**src/rtl/serial_adder_ctrl.sv**
```systemverilog
// Bit-serial add/subtract sequencer that time-shares one external 1-bit full adder.
// Operands are consumed LSB first; the result, carry-out and signed overflow are registered.
module serial_adder_ctrl #(
  parameter int WIDTH = 8
) (
  input  logic             clk,
  input  logic             rst,
  input  logic             start,
  input  logic             sub,
  input  logic [WIDTH-1:0] op_a,
  input  logic [WIDTH-1:0] op_b,
  output logic             busy,
  output logic             done,
  output logic [WIDTH-1:0] result,
  output logic             cout,
  output logic             overflow,
  output logic             fa_a,
  output logic             fa_b,
  output logic             fa_cin,
  input  logic             fa_sum,
  input  logic             fa_carry
);

  localparam int CW = (WIDTH > 1) ? $clog2(WIDTH) : 1;

  typedef enum logic [1:0] {IDLE, RUN, DONE} state_t;

  state_t           state;
  logic [WIDTH-1:0] a_sr;
  logic [WIDTH-1:0] b_sr;
  logic             sub_r;
  logic             carry_r;
  logic [CW-1:0]    cnt;
  logic             running;

  // Adder inputs come only from registers and stay quiet outside RUN.
  assign running = (state == RUN);
  assign fa_a    = running & a_sr[0];
  assign fa_b    = running & (b_sr[0] ^ sub_r);
  assign fa_cin  = running & carry_r;

  always_ff @(posedge clk or posedge rst) begin
    if (rst) begin
      state    <= IDLE;
      busy     <= 1'b0;
      done     <= 1'b0;
      result   <= '0;
      cout     <= 1'b0;
      overflow <= 1'b0;
      a_sr     <= '0;
      b_sr     <= '0;
      sub_r    <= 1'b0;
      carry_r  <= 1'b0;
      cnt      <= '0;
    end else begin
      case (state)
        IDLE: begin
          if (start) begin
            a_sr    <= op_a;
            b_sr    <= op_b;
            sub_r   <= sub;
            carry_r <= sub;
            cnt     <= '0;
            result  <= '0;
            busy    <= 1'b1;
            state   <= RUN;
          end
        end
        RUN: begin
          result  <= {fa_sum, result[WIDTH-1:1]};
          a_sr    <= a_sr >> 1;
          b_sr    <= b_sr >> 1;
          carry_r <= fa_carry;
          // Overflow is the carry into the MSB xor the carry out of it.
          if (cnt == CW'(WIDTH - 1)) begin
            cout     <= fa_carry;
            overflow <= carry_r ^ fa_carry;
            cnt      <= '0;
            busy     <= 1'b0;
            done     <= 1'b1;
            state    <= DONE;
          end else begin
            cnt <= cnt + CW'(1);
          end
        end
        DONE: begin
          done  <= 1'b0;
          state <= IDLE;
        end
        default: begin
          state <= IDLE;
        end
      endcase
    end
  end

endmodule
```
**config.mk**
```make
export PLATFORM = sky130hd
export DESIGN_NAME = serial_adder_ctrl
export DESIGN_NICKNAME = d
export VERILOG_FILES = /design/src/rtl/serial_adder_ctrl.sv
export SDC_FILE = /design/constraint.sdc
export NUM_CORES = 1
export LEC_CHECK = 0
export ABC_AREA = 1
export CAP_MARGIN = 20
export CELL_PAD_IN_SITES_DETAIL_PLACEMENT = 1
export CELL_PAD_IN_SITES_GLOBAL_PLACEMENT = 2
export CORE_MARGIN = 2
export CORE_UTILIZATION = 30
export DETAILED_ROUTE_END_ITERATION = 16
export HOLD_SLACK_MARGIN = 0.02
export PLACE_DENSITY_LB_ADDON = 0.1
export SETUP_SLACK_MARGIN = 0.05
export SYNTH_ARGS = -nofsm -noshare
export SYNTH_HDL_FRONTEND = slang
export SYNTH_SLANG_ARGS = --single-unit
```
**constraint.sdc**
```tcl
create_clock -name clk -period 2.9 [get_ports clk]
set_input_delay 0.58 -clock clk [delete_from_list [all_inputs] [get_ports clk]]
set_output_delay 0.58 -clock clk [all_outputs]
set_load 0.005 [all_outputs]
```
==> flow_metrics.py <==
metrics = {
    "run": {
        "cap_violations": 0,
    },
    "timing": {
        "min_period_ns": 2.515,
        "fin_skew_ns": 0.01051,
        "tns_ns": 0,
        "max_clock_freq_mhz": 397.6,
        "tightest_slew_ns": 0.4566,
        "timing.final.max_slew_violations": 0,
        "finalHoldViolations": 0,
        "period_share": 0.8673,
        "setup_ws_ns": 0.3847,
        "setup_viol": 0,
        "rsz0062_at_grt": "no",
        "slew_headroom": 0.6953,
    },
    "synth": {
        "synth_top_area_cell": "dfrtp_1",
        "ys_ff_latch": 35,
        "syn_avg_cell_area_um2": 7.890,
        "synth-seq-area-share": 0.5389,
        "synthTopCellsByArea": "dfrtp_1 (54%), nand2_1 (28%), nand3_1 (5.5%), buf_6 (3.5%), inv_1 (1.6%)",
        "synthArstFlopShare": 1.000,
        "synth_edf_count": 0,
        "synth_commonest_cells": "nand2_1 (121), dfrtp_1 (35), nand3_1 (18)",
        "yosys_warnings": 0,
        "netlist_area_um2": 1625,
        "synth_cell_type_count": 15,
        "yosysMostFrequentCell": "nand2_1",
        "ys.flop_type": "dfrtp_1",
        "synth_top_area_share": 0.5389,
        "syn_inst": 206,
        "synth.net_count": 230,
    },
    "global_route": {
        "antenna_found_initial": 0,
        "grt_max_degree": 36,
        "grt_pass1_vias": 1510,
        "overflow": 0,
        "grt_pass1_wl_mm": 7.224,
        "grt_usage": 0.1531,
    },
    "setup_path": {
        "path_class": "reg -> out",
        "cp-start-kind": "flop",
        "endpoint_kind": "output port",
        "crit_arrival_ns": 1.94,
        "worstPathRequired_ns": 2.32,
        "crit_fanout": 17,
    },
    "power": {
        "p_sw_mw": 0.7736,
        "p_int_mw": 1.255,
        "power.leakage_nw": 1.102,
        "seq_power_share": 0.407,
        "p_comb_frac": 0.433,
        "p_sw_frac": 0.3814,
        "clkPwrFrac": 0.160,
        "peakVddDrop_mv": 0.3435,
        "power_density_nw_per_um2": 967.2,
    },
    "detailed_routing": {
        "drtIter0Drc": 67,
        "drc": 0,
        "vias": 1397,
        "wl_per_cell_um": 12.88,
        "routed_wirelength_mm": 4.033,
        "viasPerCell": 4.463,
        "first_pass_iters": 4,
        "drtAntennaViolNets": 0,
    },
    "place": {
        "pre_cts_slack_ns": 0.6541,
        "gp_congestion": 0.7143,
        "port_buffers": 36,
        "post_dp_cell_area_um2": 2024,
        "hpwl_mm": 2.806,
    },
    "cts": {
        "clock_sinks": 35,
        "postCtsHoldBufs": 0,
        "h-tree-depth": 2,
        "post_cts_buffers": 0,
        "cts_resized": 0,
        "numCtsBuffers": 5,
        "cts_root_buf": "clkbuf_8",
        "cts.path.max_buffers": 2,
        "cts_tree": "done",
        "clk_pin_slew_ns": 0.06,
        "clk_latency_ns": 0.28,
    },
    "final_layout": {
        "antenna_cells": 0,
        "drive_gt1_frac": 0.05350,
        "area_growth_pct": 29.02,
        "nFillCells": 632,
        "fin_area_um2": 2097,
        "nets": 268,
    },
    "floorplanning": {
        "row_count": 26,
        "coreArea_um2": 5172,
        "dieArea_um2": 6023,
        "die_h_um": 77.61,
        "ios": 37,
        "start_util": 0.3142,
        "dieWidth_um": 77.61,
    },
    "worst_hold_path": {
        "min_path_type": "reg -> reg",
    },
    "status": {
        "status": "completed",
    },
}
==> worst max-delay path: stages (launching register included) <==
cell and delay [ns]:
dfrtp_1 0.42, inv_2 0.26, nand2_2 0.29, nor2_1 0.17, clkdlybuf4s50_1 0.52
==> routing by layer <==
layer | vias to the layer above | wire (um) | track usage
met5 | - | 0 | 0
met4 | 0 | 53 | 0.05000
met3 | 6 | 193 | 0.05000
met2 | 26 | 1991 | 0.2569
met1 | 661 | 1795 | 0.1850
li1 | 704 | - | -
==> final timing paths <==
kind	depth (start not counted)	to	startpoint	slack, ns
max	4	fa_a	state[1]	0.38
max reg2reg	6	b_sr[0]	state[1]	1.29
max in group asynchronous	3	a_sr[7]	rst	1.87
min in group asynchronous	3	result[0]	rst	0.70
min	2	busy	busy	0.48
min reg2reg	2	busy	busy	0.48
==> kinds of logic (layout without fill, tap and decap cells) <==
kind of cell    Yosys count  in the layout  synth area share
compound gates            7              7           0.02386
fa+ha+maj                 2              2           0.01539
buf+inv                  17             54           0.06697
flops                    35             35            0.5389
simple gates            145            145            0.3549
==> power groups by stage <==
stage / Combinational, mW / Sequential (mW) / Clock [mW]
2_1_floorplan: 0.580 / 0.811 / 0
3_3_place_gp: 0.869 / 0.828 / 0
3_5_place_dp: 0.900 / 0.836 / 0
4_1_cts: 0.907 / 0.828 / 0.344
5_1_grt: 1.04 / 0.858 / 0.366
6_report: 0.878 / 0.825 / 0.325
==> final cells by class <==
cell class	instances	area (um^2)	share of cell area
well taps	70	87.58	0.04177
repair buffers	40	390.4	0.1862
clock buffers	6	72.57	0.03461
multi-input cells	154	640.6	0.3055
inverters	8	30.03	0.01432
flip-flops and latches	35	875.8	0.4177
==> layout by cell type, fill, tap and decap left out, types with 2 or more instances in the layout <==
cell type and count:
clkbuf_8 5, buf_4 4, nand2_1 121, dfrtp_1 35, nand3_1 18, inv_1 7
o21ai_0 5, ha_1 2, nor2_1 4, clkdlybuf4s50_1 36
==> per-stage QoR <==
stage               total power [mW]  cells  hold slack [ns]    util
floorplan                      1.391    206           0.4425       -
global placement               1.696    307           0.4560  0.3914
detailed placement             1.736    307           0.4658  0.3914
CTS                            2.079    313           0.4826  0.4054
global route                   2.260    313           0.5023  0.4054
finish                         2.028    313           0.4754  0.4054
==> sequential cells by signal, summed over array words and instances (netlist names) <==
| signal | flops |
|---|---|
| result | 8 |
| overflow | 1 |
| carry_r | 1 |
| busy | 1 |
| sub_r | 1 |
| cnt | 3 |
| a_sr | 8 |
| cout | 1 |
| b_sr | 8 |
| done | 1 |
| state | 2 |
No activity file was read; power rests on OpenSTA's default activity.
